--- src/rtl/eth_link_ctrl.sv ---
// Per-lane QSFP link bring-up and supervision controller.
// Sequences GT reset, reset-done and PCS lock; filters lock loss and counts retries.
module eth_link_ctrl #(
  parameter int LANES          = 4,
  parameter int RESET_CYCLES   = 1024,
  parameter int TIMEOUT_CYCLES = 1000000,
  parameter int FILTER_CYCLES  = 1024
) (
  input  logic               clock,
  input  logic               reset_n,
  input  logic               clock_ok,
  input  logic [LANES-1:0]   lane_enable,
  input  logic               status_clear,
  input  logic [LANES-1:0]   gt_tx_done,
  input  logic [LANES-1:0]   gt_rx_done,
  input  logic [LANES-1:0]   rx_block_lock,
  input  logic [LANES-1:0]   rx_high_ber,
  output logic [LANES-1:0]   gt_reset_all,
  output logic [LANES-1:0]   lane_up,
  output logic [2*LANES-1:0] lane_state,
  output logic [8*LANES-1:0] retry_count,
  output logic [8*LANES-1:0] down_count
);

  localparam int TMAX = (RESET_CYCLES > TIMEOUT_CYCLES) ?
                        RESET_CYCLES : TIMEOUT_CYCLES;
  localparam int TW = $clog2(TMAX + 1);
  localparam int FW = $clog2(FILTER_CYCLES + 1);

  localparam logic [TW-1:0] T_RST  = TW'(RESET_CYCLES - 1);
  localparam logic [TW-1:0] T_TO   = TW'(TIMEOUT_CYCLES - 1);
  localparam logic [FW-1:0] F_LAST = FW'(FILTER_CYCLES - 1);

  typedef enum logic [1:0] {
    ST_RESET     = 2'd0,
    ST_WAIT_DONE = 2'd1,
    ST_WAIT_LOCK = 2'd2,
    ST_UP        = 2'd3
  } state_t;

  logic [4*LANES-1:0] meta_q;
  logic [4*LANES-1:0] sync_q;
  logic [LANES-1:0]   done;
  logic [LANES-1:0]   good;

  always_ff @(posedge clock) begin
    if (!reset_n) begin
      meta_q <= '0;
      sync_q <= '0;
    end else begin
      meta_q <= {gt_tx_done, gt_rx_done,
                 rx_block_lock, rx_high_ber};
      sync_q <= meta_q;
    end
  end

  assign done = sync_q[4*LANES-1:3*LANES]
              & sync_q[3*LANES-1:2*LANES];
  assign good = sync_q[2*LANES-1:LANES]
              & ~sync_q[LANES-1:0];

  for (genvar i = 0; i < LANES; i++) begin : g_lane
    state_t        st_q;
    state_t        st_d;
    logic [TW-1:0] tmr_q;
    logic [TW-1:0] tmr_d;
    logic [FW-1:0] flt_q;
    logic [FW-1:0] flt_d;
    logic [7:0]    rty_q;
    logic [7:0]    dwn_q;
    logic          run;
    logic          rty_inc;
    logic          dwn_inc;
    logic          rst_o;
    logic          up_o;

    assign run = lane_enable[i] & clock_ok;

    always_ff @(posedge clock) begin
      if (!reset_n) begin
        st_q  <= ST_RESET;
        tmr_q <= '0;
        flt_q <= '0;
      end else begin
        st_q  <= st_d;
        tmr_q <= tmr_d;
        flt_q <= flt_d;
      end
    end

    // Loss of done outranks timeout, which outranks the lock filter.
    always_comb begin
      st_d    = st_q;
      rty_inc = 1'b0;
      dwn_inc = 1'b0;
      if (!run) begin
        st_d = ST_RESET;
      end else begin
        unique case (st_q)
          ST_RESET: begin
            if (tmr_q == T_RST) st_d = ST_WAIT_DONE;
          end
          ST_WAIT_DONE: begin
            if (done[i]) begin
              st_d = ST_WAIT_LOCK;
            end else if (tmr_q == T_TO) begin
              st_d    = ST_RESET;
              rty_inc = 1'b1;
            end
          end
          ST_WAIT_LOCK: begin
            if (!done[i] || tmr_q == T_TO) begin
              st_d    = ST_RESET;
              rty_inc = 1'b1;
            end else if (good[i] && flt_q == F_LAST) begin
              st_d = ST_UP;
            end
          end
          ST_UP: begin
            if (!done[i]) begin
              st_d    = ST_RESET;
              dwn_inc = 1'b1;
            end else if (!good[i] && flt_q == F_LAST) begin
              st_d    = ST_WAIT_LOCK;
              dwn_inc = 1'b1;
            end
          end
          default: st_d = ST_RESET;
        endcase
      end

      tmr_d = '0;
      flt_d = '0;
      if (st_d == st_q) begin
        unique case (st_q)
          ST_RESET:     tmr_d = run ? tmr_q + 1'b1 : '0;
          ST_WAIT_DONE: tmr_d = tmr_q + 1'b1;
          ST_WAIT_LOCK: begin
            tmr_d = tmr_q + 1'b1;
            flt_d = good[i] ? flt_q + 1'b1 : '0;
          end
          ST_UP:        flt_d = good[i] ? '0 : flt_q + 1'b1;
          default: begin
            tmr_d = '0;
            flt_d = '0;
          end
        endcase
      end
    end

    always_comb begin
      rst_o = (st_q == ST_RESET);
      up_o  = (st_q == ST_UP);
    end

    always_ff @(posedge clock) begin
      if (!reset_n || status_clear) begin
        rty_q <= '0;
        dwn_q <= '0;
      end else begin
        if (rty_inc && rty_q != 8'hFF) rty_q <= rty_q + 8'd1;
        if (dwn_inc && dwn_q != 8'hFF) dwn_q <= dwn_q + 8'd1;
      end
    end

    assign gt_reset_all[i]       = rst_o;
    assign lane_up[i]            = up_o;
    assign lane_state[2*i +: 2]  = st_q;
    assign retry_count[8*i +: 8] = rty_q;
    assign down_count[8*i +: 8]  = dwn_q;
  end

endmodule

--- config.mk ---
export PLATFORM = sky130hd
export DESIGN_NAME = eth_link_ctrl
export DESIGN_NICKNAME = d
export VERILOG_FILES = /design/src/rtl/eth_link_ctrl.sv
export SDC_FILE = /design/constraint.sdc
export NUM_CORES = 1
export LEC_CHECK = 0
export BUFFER_PORTS_ARGS = -buffer_cell sky130_fd_sc_hd__buf_2
export CORE_ASPECT_RATIO = 0.7
export CORE_MARGIN = 2
export CORE_UTILIZATION = 40
export DETAILED_ROUTE_END_ITERATION = 12
export GPL_ROUTABILITY_DRIVEN = 1
export PLACE_DENSITY = 0.61
export RECOVER_POWER = 50
export SLEW_MARGIN = 10
export SYNTH_ARGS = -nofsm -noshare
export SYNTH_HDL_FRONTEND = slang
export SYNTH_SLANG_ARGS = --single-unit
export TNS_END_PERCENT = 10
--- constraint.sdc ---
create_clock -name clock -period 2.3 [get_ports clock]
set_input_delay 0.575 -clock clock [delete_from_list [all_inputs] [get_ports clock]]
set_output_delay 0.575 -clock clock [all_outputs]
set_load 0.005 [all_outputs]
==> metrics.cfg, run 1 <==
[synth]
synth.lib_cells_used.distinct = 76
ys_seq_elements = 228
syn_inst = 1259
syn_area_mm2 = 0.0108
count_of_flip_flops_with_a_built_in_enable_after_synthesis = 0
synthesis.area_per_instance_um2 = 8.58
netlist.top_cell.by_area = sky130_fd_sc_hd__dfxtp_1
yosys_warnings = 0
synthMostInstantiatedCell = sky130_fd_sc_hd__dfxtp_1
most_area_consuming_cells_after_synthesis = sky130_fd_sc_hd__dfxtp_1, sky130_fd_sc_hd__nor2_1, sky130_fd_sc_hd__xor2_1, sky130_fd_sc_hd__xnor2_1, sky130_fd_sc_hd__nand2_1
ys_dominant_reg_cell = sky130_fd_sc_hd__dfxtp_1
synth_top_area_share_pct = 42.2
ys_seq_area_share_pct = 42.2
async_reset_ff_share_pct = 0
mappedNetlistNets = 1315
synth_commonest_cells = sky130_fd_sc_hd__dfxtp_1, sky130_fd_sc_hd__nor2_1, sky130_fd_sc_hd__nand2_1, sky130_fd_sc_hd__xor2_1, sky130_fd_sc_hd__nand3_1

[cts]
cts.htree.levels = 1
tritoncts_clock_tree = yes
cts_inserted_buffers = 25
cts-hold-fix-buffers = 0
numClockSinks = 228
cts.reportedPaths.clkPinSlew_ns = 0.06
clock_insertion_delay_worst_skew_ns = 0.52
ctsLongestPathBuffers = 3
clock-root-buffer = sky130_fd_sc_hd__clkbuf_16

[sta]
tightestPinTransition_ns = 0.821
setup_viol = 53
grt_setup_unrepaired = true
timing_max_transition_violations_final = 0
relative_max_transition_margin_pct = 45.3
min_period_over_period_pct = 102
setup_slack_ns = -0.0560
finalHoldViolCount = 0
period_minus_slack_ns = 2.36
fin_skew_ns = 0.0136
maxClockFrequency_mhz = 424

[job]
timing.max_cap.violations = 0

[detailed_routing]
dr.first_iter.drc_count = 501
drt_first_pass_iters = 5
post_drt_wl_per_cell_um = 13.7
antenna_left = 0
vias_per_cell = 5.04
route.vias.total = 9350
route.final.wire_length_um = 25500
remaining_drc_errors = 0

[global_route]
grt_first_pass_wirelength_um = 41800
grt_most_used_layer = met1
grt_antenna_before_repair = 0
met1_track_demand_over_resource_pct = 26.1
grt-ovfl-total = 0
grt_pass1_vias = 8615
grt_use_met2_pct = 25.7
grt_start_max_net_pins = 32
use_met3_pct = 2.34
grtUsageTotal_pct = 17.3

[worst_setup_path]
timing_startpoint_of_the_critical_path = g_lane[2].tmr_q[8]
critPathCaptureType = flop
critical_path.cell_chain = or4b_4 > nor4_4 > nand3_2 > o211ai_1 > o31a_1 > buf_4 > o2111ai_2 > buf_12 > nor2_1
worst-setup-path-type = flop to flop
cp_max_fo = 20
reg2reg_to = g_lane[2].tmr_q[9]
crit_path_end = g_lane[2].tmr_q[9]
crit_cells = 9
cp_data_required_time_ns = 2.75
worst_reg2reg_path_startpoint = g_lane[2].tmr_q[8]
path_buf_inv = 2
arrival_time_of_data_at_the_critical_path_endpoint_ns = 2.81
r2r_slack_ns = -0.06
critical_path_s_top_delay_family = simple AND/OR/NAND/NOR gates
crit_slowest_cell = sky130_fd_sc_hd__or4b_4
slowest_delay_ns = 0.55
rr_worst_depth = 9
cp-start-kind = flop

[placement]
place.gp.congestion = 0.900
dp.cells = 1803
post-dp-hpwl_um = 18400
dpl-instance-area_mm2 = 0.0125
portBuffers = 103
pre_cts_ws_ns = -0.0385

[pwr]
total_power_w = 0.00826
power.density_mw_per_mm2 = 606
worst_ir_drop_vdd_mv = 0.573
cellLeakagePower_nw = 5.03

[finish]
design.final.nets = 1534
final_core_utilization_pct = 51.2
finish.instance_area_mm2 = 0.0136
diodes = 0
final_cell_count_no_fill = 1857
syn_to_final_growth_pct = 26.2
share_of_post_route_cells_with_drive_strength_above_1_pct = 20.0

[floorplanning]
die_span_x_um = 200
die_height_um = 142
design.core.area_mm2 = 0.0267
effective_utilization_at_floorplan_pct = 40.6
rows = 50
dieArea_mm2 = 0.0284
io_pins = 104

[status]
failing_checks = setup timing
result_of_the_run = complete, but fails checks

[min_path]
min-delay-path-class = input port to flop

-- flip-flops by register name, indices dropped and copies added, names as in the netlist --
| signal | cells |
|---|---|
| g_lane.rty_q | 32 |
| sync_q | 16 |
| g_lane.st_q | 8 |
| g_lane.tmr_q | 80 |
| g_lane.dwn_q | 32 |
| meta_q | 16 |
| g_lane.flt_q | 44 |
-- metrics by stage --
step                      TNS [ns]  hold slack (ns)
final                        -1.13            0.258
after floorplan                  0            0.412
after global placement           0            0.420
after global routing        -13.89            0.242
after CTS                  -0.0134            0.234
after detailed placement    -0.515            0.418
-- power by group --
group          total (W)  switching [W]  internal (W)
Sequential       0.00399      0.0000105       0.00398
Clock            0.00408        0.00159       0.00249
Combinational   0.000189       0.000107     0.0000817
-- placed cells by master (no fill, tap or decap), types with 12 or more instances in the layout --
master                      synthesis  final
sky130_fd_sc_hd__buf_4             12    108
sky130_fd_sc_hd__clkbuf_16          0     25
sky130_fd_sc_hd__nand2_1          112    111
sky130_fd_sc_hd__and2_0             2     16
sky130_fd_sc_hd__inv_1             25     24
sky130_fd_sc_hd__xor2_1            90     90
sky130_fd_sc_hd__ha_1              32     29
sky130_fd_sc_hd__nand4_1           45     45
sky130_fd_sc_hd__nor4_2             2     12
sky130_fd_sc_hd__a21oi_1           32     31
sky130_fd_sc_hd__clkbuf_1          18     46
sky130_fd_sc_hd__xnor2_1           60     60
sky130_fd_sc_hd__dfxtp_1          228    223
sky130_fd_sc_hd__nor2_1           216    214
sky130_fd_sc_hd__and2_1            42     28
sky130_fd_sc_hd__nor3_1            18     16
sky130_fd_sc_hd__buf_2              5     69
sky130_fd_sc_hd__nand3_1           83     80
sky130_fd_sc_hd__o21ai_0           26     25
sky130_fd_sc_hd__nor4_1            27     14
sky130_fd_sc_hd__and3_1            40     40
-- how the worst min path moves through the flow --
| stage | start | cells past startpoint | slack (ns) | to |
|---|---|---|---|---|
| 3_5_place_dp | meta_q[6] | 1 | 0.42 | sync_q[6] |
| 3_3_place_gp | meta_q[6] | 1 | 0.42 | sync_q[6] |
| 6_report | rx_high_ber[3] | 2 | 0.26 | meta_q[3] |
| 2_1_floorplan | meta_q[0] | 1 | 0.41 | sync_q[0] |
| 5_1_grt | rx_high_ber[2] | 2 | 0.24 | meta_q[2] |
| 4_1_cts | rx_block_lock[2] | 2 | 0.23 | meta_q[6] |
-- metal layers --
metal	wire [um]	share of wire, %	vias to the layer above
met5	0	0	-
met4	566	2.2	0
met3	971	3.8	36
met2	10500	41	178
met1	13400	53	4344
li1	-	-	4792
-- layout make-up --
cell class	count	area [um^2]
Timing Repair Buffer	231	1510
Clock buffer	34	709
Clock inverter	8	130
Tap cell	364	455
Multi-Input combinational cell	967	6160
Inverter	25	97.6
Fill cell	2595	13000
Sequential cell	228	4570
-- logic make-up after synthesis --
logic type / count (synthesis) / synth area share (%)
AND/OR/NAND/NOR: 656 / 30.3
flip-flops: 228 / 42.2
XOR/XNOR: 150 / 12.2
AO/OA/AOI/OAI: 119 / 7.66
buffers and inverters: 64 / 3.02
adder cells (fa/ha/maj): 32 / 3.70
multiplexers: 10 / 0.961
-- timing repair --
action / in CTS / in global routing
endpoints found under the hold margin: 0 / 0
pin swaps: 2 / 9
setup endpoints to repair: 48 / 158
resized for setup: 5 / 52
buffers inserted: 6 / 6
(Power assumes the default switching activity.)
==> run 2, diff against run 1 <==
Settings changed: CTS_BUF_LIST set to sky130_fd_sc_hd__clkbuf_16, CTS_CLUSTER_DIAMETER set to 60, RECOVER_POWER 50 to unset.
==> run 2 against run 1 <==
  * The flow still finishes with violations (setup timing)
  * Sequential share of layout area about the same
  * Clock power shrank 5%
  * Non-clock buffer count unchanged
  * Routed wire length decreased by 0.35%
  * Critical endpoint unchanged
  * Largest power group is now registers
==> metrics.cfg, run 2 (same netlist as run 1, synthesis figures left out) <==
[detailed_routing]
dr.first_iter.drc_count = 518
post_drt_wl_per_cell_um = 13.7
drt_first_pass_iters = 5
route.vias.total = 9362
vias_per_cell = 5.04
antenna_left = 0
route.final.wire_length_um = 25400
remaining_drc_errors = 0

[cts]
clock-root-buffer = sky130_fd_sc_hd__clkbuf_16
numClockSinks = 228
cts-hold-fix-buffers = 0
tritoncts_clock_tree = yes
cts.reportedPaths.clkPinSlew_ns = 0.06
ctsLongestPathBuffers = 3
cts.htree.levels = 1
clock_insertion_delay_worst_skew_ns = 0.52
cts_inserted_buffers = 25

[finish]
design.final.nets = 1534
share_of_post_route_cells_with_drive_strength_above_1_pct = 22.2
layout.cells.most_common = sky130_fd_sc_hd__dfxtp_1
layout_top_registers = g_lane.tmr_q (80), g_lane.flt_q (44)
largest_register_ffs = 80
num-fill-cells = 2584
highest_count_cells_in_the_layout_ignoring_fill_and_taps = sky130_fd_sc_hd__dfxtp_1, sky130_fd_sc_hd__nor2_1, sky130_fd_sc_hd__buf_4, sky130_fd_sc_hd__nand2_1, sky130_fd_sc_hd__buf_2
syn_to_final_growth_pct = 26.0
largest-register = g_lane.tmr_q
multi_input_comb_area_mm2 = 0.00612
diodes = 0
regArea_mm2 = 0.00457

[floorplanning]
dieArea_mm2 = 0.0284
die_span_x_um = 200
rows = 50
effective_utilization_at_floorplan_pct = 40.6
design.core.area_mm2 = 0.0267
io_pins = 104
die_height_um = 142

[sta]
period_minus_slack_ns = 2.35
setup_viol = 44
fin_skew_ns = 0.0138
grt_setup_unrepaired = true
tightestPinTransition_ns = 0.653
finalHoldViolCount = 0
maxClockFrequency_mhz = 426
setup_slack_ns = -0.0490
finalHoldWorstSlack_ns = 0.258
relative_max_transition_margin_pct = 56.3
timing_max_transition_violations_final = 0
min_period_over_period_pct = 102
fin_setup_tns_ns = -0.866

[placement]
post-dp-hpwl_um = 18400
portBuffers = 103
place.gp.congestion = 0.900

[pwr]
cellLeakagePower_nw = 5.20
switching_share_pct = 21.1
worst_ir_drop_vdd_mv = 0.573
p_int_w = 0.00637
comb_power_share_pct = 2.4
clock_power_share_pct = 48.2
power.density_mw_per_mm2 = 593
net-switching-power_w = 0.00170
power.sequential.fraction_pct = 49.4

[min_path]
min_to = meta_q[3]
min-delay-path-class = input port to flop
hold_path_depth = 2
holdCritStartpoint = rx_high_ber[3]

[worst_setup_path]
critical_path_s_top_delay_family = simple AND/OR/NAND/NOR gates
worst-setup-path-type = flop to flop
worst_reg2reg_path_startpoint = g_lane[2].tmr_q[8]
cp-start-kind = flop
critical_path.cell_chain = or4b_4 > nor4_4 > nand3_2 > o211ai_1 > o31a_1 > buf_4 > o2111ai_2 > buf_12 > nor2_1
cp_data_required_time_ns = 2.75
critPathCaptureType = flop
r2r_slack_ns = -0.05
path_buf_inv = 2
reg2reg_to = g_lane[2].tmr_q[9]
arrival_time_of_data_at_the_critical_path_endpoint_ns = 2.80
crit_slowest_cell = sky130_fd_sc_hd__or4b_4
rr_worst_depth = 9
cp_max_fo = 20
slowest_delay_ns = 0.55

[global_route]
grtUsageTotal_pct = 17.4
grt_first_pass_wirelength_um = 41900
grt-ovfl-total = 0
grt_antenna_before_repair = 0
grt_pass1_vias = 8623
grt_start_max_net_pins = 32

[job]
timing.max_cap.violations = 0

[status]
result_of_the_run = complete, but fails checks
failing_checks = setup timing

-- run 2: worst max path at each step --
stage / endpoint / from / cells past startpoint
floorplan: g_lane[2].tmr_q[11] / g_lane[2].st_q[1] / 10
global placement: g_lane[2].tmr_q[4] / g_lane[2].tmr_q[8] / 8
detailed placement: g_lane[3].rty_q[7] / clock_ok / 9
CTS: g_lane[1].rty_q[6] / g_lane[1].tmr_q[13] / 8
global route: g_lane[2].tmr_q[12] / g_lane[2].tmr_q[8] / 9
finish: g_lane[2].tmr_q[9] / g_lane[2].tmr_q[8] / 9
-- run 2: cell type report --
type	count	share of cell area (%)
Multi-Input combinational cell	967	44.9
Sequential cell	228	33.6
Timing Repair Buffer	231	11.6
Clock buffer	25	4.59
Tap cell	364	3.34
Clock inverter	17	1.20
Inverter	25	0.717
-- run 2: timing repair --
action                                  4_1_cts  5_1_grt
pin swaps                                     2        9
resized for setup                             5       42
endpoints found under the setup margin       48      158
setup buffers                                 6        6
-- run 2: routing by layer --
metal | up-vias | track usage [%] | share of wire [%]
met5 | - | 0 | 0
met4 | 0 | 5.07 | 2.3
met3 | 34 | 2.34 | 4.2
met2 | 205 | 25.8 | 41
met1 | 4326 | 26.1 | 52
li1 | 4797 | - | -
-- run 2: through the flow --
stage | area [um^2] | cells | setup WS, ns | utilization (%) | power (W)
after floorplan | 10800 | 1259 | 0.00427 | - | 0.00417
after global placement | 12500 | 1803 | 0.0114 | 47.0 | 0.00426
after detailed placement | 12500 | 1803 | -0.0385 | 47.0 | 0.00427
after CTS | 13400 | 1851 | -0.00740 | 50.2 | 0.00819
after global routing | 13600 | 1857 | -0.186 | 51.1 | 0.00839
final | 13600 | 1857 | -0.0490 | 51.1 | 0.00807
-- run 2: power groups by stage --
stage,Clock [W],Combinational [W],Sequential (W)
2_1_floorplan,0,0.0000975,0.00408
3_3_place_gp,0,0.000188,0.00408
3_5_place_dp,0,0.000189,0.00408
4_1_cts,0.00401,0.000190,0.00399
5_1_grt,0.00418,0.000212,0.00399
6_report,0.00389,0.000193,0.00399
==> run 3, diff against run 2 <==
Settings changed: ABC_AREA set to 1, PLACE_DENSITY 0.61 to 0.6.
==> run 3 against run 2 <==
  * The flow now finishes without violations
  * Fmax increased by 6.1%
  * Critical path depth fell by 6
  * Clock skew is 0.0025 ns higher
  * Worst hold slack got worse by 0.036 ns
  * Register-to-register slack gained 0.23 ns
  * Utilization decreased by 4.1 points
  * Die area increased by 14%
  * Via count grew 18%
  * Highest routed layer unchanged
==> metrics.cfg, run 3 <==
[status]
result_of_the_run = finished, final reports clean

[floorplanning]
rows = 53
die_span_x_um = 214
dieArea_mm2 = 0.0325
effective_utilization_at_floorplan_pct = 41.0
io_pins = 104
design.core.area_mm2 = 0.0302
die_height_um = 151

[finish]
diodes = 0
regArea_mm2 = 0.00457
layout_top_registers = g_lane.tmr_q (80), g_lane.flt_q (44)
num-fill-cells = 3066
largest-register = g_lane.tmr_q
syn_to_final_growth_pct = 14.6
multi_input_comb_area_mm2 = 0.00661
design.final.nets = 1884
largest_register_ffs = 80
finish.instance_area_mm2 = 0.0142
layout.cells.most_common = sky130_fd_sc_hd__nand2_1
highest_count_cells_in_the_layout_ignoring_fill_and_taps = sky130_fd_sc_hd__nand2_1, sky130_fd_sc_hd__inv_1, sky130_fd_sc_hd__dfxtp_1, sky130_fd_sc_hd__nand3_1, sky130_fd_sc_hd__nor2_1
final_core_utilization_pct = 47.0
share_of_post_route_cells_with_drive_strength_above_1_pct = 20.1

[cts]
tritoncts_clock_tree = yes
clock-root-buffer = sky130_fd_sc_hd__clkbuf_16
cts.htree.levels = 1
cts_inserted_buffers = 25
numClockSinks = 228
cts.reportedPaths.clkPinSlew_ns = 0.06
ctsLongestPathBuffers = 3
post-cts-setup-buffer-count = 0
clock_insertion_delay_worst_skew_ns = 0.54

[synth]
synthMostInstantiatedCell = sky130_fd_sc_hd__nand2_1
count_of_flip_flops_with_a_built_in_enable_after_synthesis = 0
ys_dominant_reg_cell = sky130_fd_sc_hd__dfxtp_1
syn_inst = 1712
netlist.top_cell.by_area = sky130_fd_sc_hd__dfxtp_1
synth.lib_cells_used.distinct = 49
synth_top_area_share_pct = 36.8
async_reset_ff_share_pct = 0
syn_area_mm2 = 0.0124
synthesis.area_per_instance_um2 = 7.25
ys_seq_elements = 228
most_area_consuming_cells_after_synthesis = sky130_fd_sc_hd__dfxtp_1, sky130_fd_sc_hd__nand2_1, sky130_fd_sc_hd__inv_1, sky130_fd_sc_hd__nor3_2, sky130_fd_sc_hd__nand3_1
synth_commonest_cells = sky130_fd_sc_hd__nand2_1, sky130_fd_sc_hd__dfxtp_1, sky130_fd_sc_hd__inv_1, sky130_fd_sc_hd__nand3_1, sky130_fd_sc_hd__nor2_1
yosys_warnings = 0
ys_seq_area_share_pct = 36.8
mappedNetlistNets = 1768

[placement]
portBuffers = 103
place.gp.congestion = 0.909
dpl-instance-area_mm2 = 0.0135
post-dp-hpwl_um = 21600

[worst_setup_path]
arrival_time_of_data_at_the_critical_path_endpoint_ns = 1.64
path_buf_inv = 2
cp_data_required_time_ns = 1.73
crit_slowest_cell = sky130_fd_sc_hd__dfxtp_1
worst-setup-path-type = flop to primary output
slowest_delay_ns = 0.47
cp_max_fo = 7
critical_path_s_top_delay_family = flip-flops
cp-start-kind = flop
critical_path.cell_chain = inv_1 > ha_1 > buf_2
critPathCaptureType = primary output

[job]
timing.max_cap.violations = 0

[min_path]
min-delay-path-class = input port to flop

[sta]
maxClockFrequency_mhz = 452
relative_max_transition_margin_pct = 47.4
grt_setup_unrepaired = false
fin_setup_tns_ns = 0
timing_max_transition_violations_final = 0
tightestPinTransition_ns = 0.784
setup_viol = 0
period_minus_slack_ns = 2.21
min_period_over_period_pct = 96.2
finalHoldWorstSlack_ns = 0.222
fin_skew_ns = 0.0163
finalHoldViolCount = 0

[detailed_routing]
route.final.wire_length_um = 29800
drt_first_pass_iters = 5
dr.first_iter.drc_count = 738
antenna_left = 0
remaining_drc_errors = 0
post_drt_wl_per_cell_um = 13.2
route.vias.total = 11000
vias_per_cell = 4.89

[pwr]
worst_ir_drop_vdd_mv = 0.490
power.density_mw_per_mm2 = 550
cellLeakagePower_nw = 5.87

[global_route]
grtUsageTotal_pct = 18.2
grt_first_pass_wirelength_um = 49000
grt-ovfl-total = 0
grt_start_max_net_pins = 47
grt_pass1_vias = 9708
grt_antenna_before_repair = 0

run 3: cell types whose count changed after synthesis, sizes merged, moves of 18 or more:
cell,previous run,this run
nand2,113,393
xor2,90,26
xnor2,60,9
a21oi,32,71
and3,41,1
and2,46,0
inv,25,234
or2,3,24
o21ai,26,70
nand3,83,151
nor3,19,133
nor4,30,12
nor2,216,180
run 3: per-layer routing:
| metal | wire length [um] | vias up | GRT usage, % | part of all wire [%] |
|---|---|---|---|---|
| met5 | 0 | - | 0 | 0 |
| met4 | 655 | 0 | 4.62 | 2.2 |
| met3 | 1680 | 37 | 3.94 | 5.6 |
| met2 | 12000 | 207 | 26.6 | 40 |
| met1 | 15500 | 5003 | 26.9 | 52 |
| li1 | - | 5794 | - | - |
run 3: timing repair:
action	4_1_cts	5_1_grt
endpoints found under the hold margin	0	0
resized for setup	0	6
hold buffers	0	0
setup endpoints to repair	0	43
run 3: worst reg2reg max path: stages, from the launching register on:
cell                      delay [ns]
sky130_fd_sc_hd__dfxtp_1        0.47
sky130_fd_sc_hd__ha_1           0.38
sky130_fd_sc_hd__o21ai_0        0.24
sky130_fd_sc_hd__nor2_1         0.13
sky130_fd_sc_hd__nand2_1        0.17
sky130_fd_sc_hd__nor2_1         0.23
sky130_fd_sc_hd__nand2_1        0.14
sky130_fd_sc_hd__o31ai_1        0.21
sky130_fd_sc_hd__nor2_1         0.06
run 3: area by class of cell:
cell class	instances	area share [%]
inverter	236	6.23
sequential	228	32.1
tap	412	3.63
timing repair buffer	139	6.53
multi-input combinational	1198	46.5
clock buffer	25	4.40
clock inverter	19	0.598
run 3: power by group:
part | total (W) | internal, W | switching, W
logic | 0.000252 | 0.0000851 | 0.000167
clock network | 0.00359 | 0.00196 | 0.00163
registers | 0.00399 | 0.00398 | 0.0000101
total | 0.00783 | 0.00602 | 0.00181
run 3: path summary, 6_finish.rpt:
| check | from | endpoint | slack [ns] | cells after the start |
|---|---|---|---|---|
| worst max register to register | g_lane[2].st_q[0] | g_lane[2].dwn_q[7] | 0.18 | 8 |
| worst min-delay path | rx_high_ber[2] | meta_q[2] | 0.22 | 3 |
| worst max-delay path | g_lane[3].st_q[1] | gt_reset_all[3] | 0.09 | 3 |
| worst min register to register | meta_q[14] | sync_q[14] | 0.41 | 2 |
run 3: through the flow:
step,cells,setup slack [ns],power [W]
CTS,2256,0.0540,0.00795
global route,2257,0.00793,0.00815
detailed placement,2212,0.186,0.00433
global placement,2212,0.225,0.00433
finish,2257,0.0869,0.00783
floorplan,1712,0.478,0.00423
run 3: cell families (layout without fill, tap and decap cells):
logic type | Yosys count | count (layout) | share of synthesized area (%)
AOI/OAI and AO/OA | 175 | 175 | 7.99
and+or+nand+nor | 956 | 956 | 39.4
xor gates and xnor gates | 35 | 35 | 2.47
buffers and inverters | 286 | 419 | 10.1
DFF | 228 | 228 | 36.8
adders and majority gates | 32 | 32 | 3.23
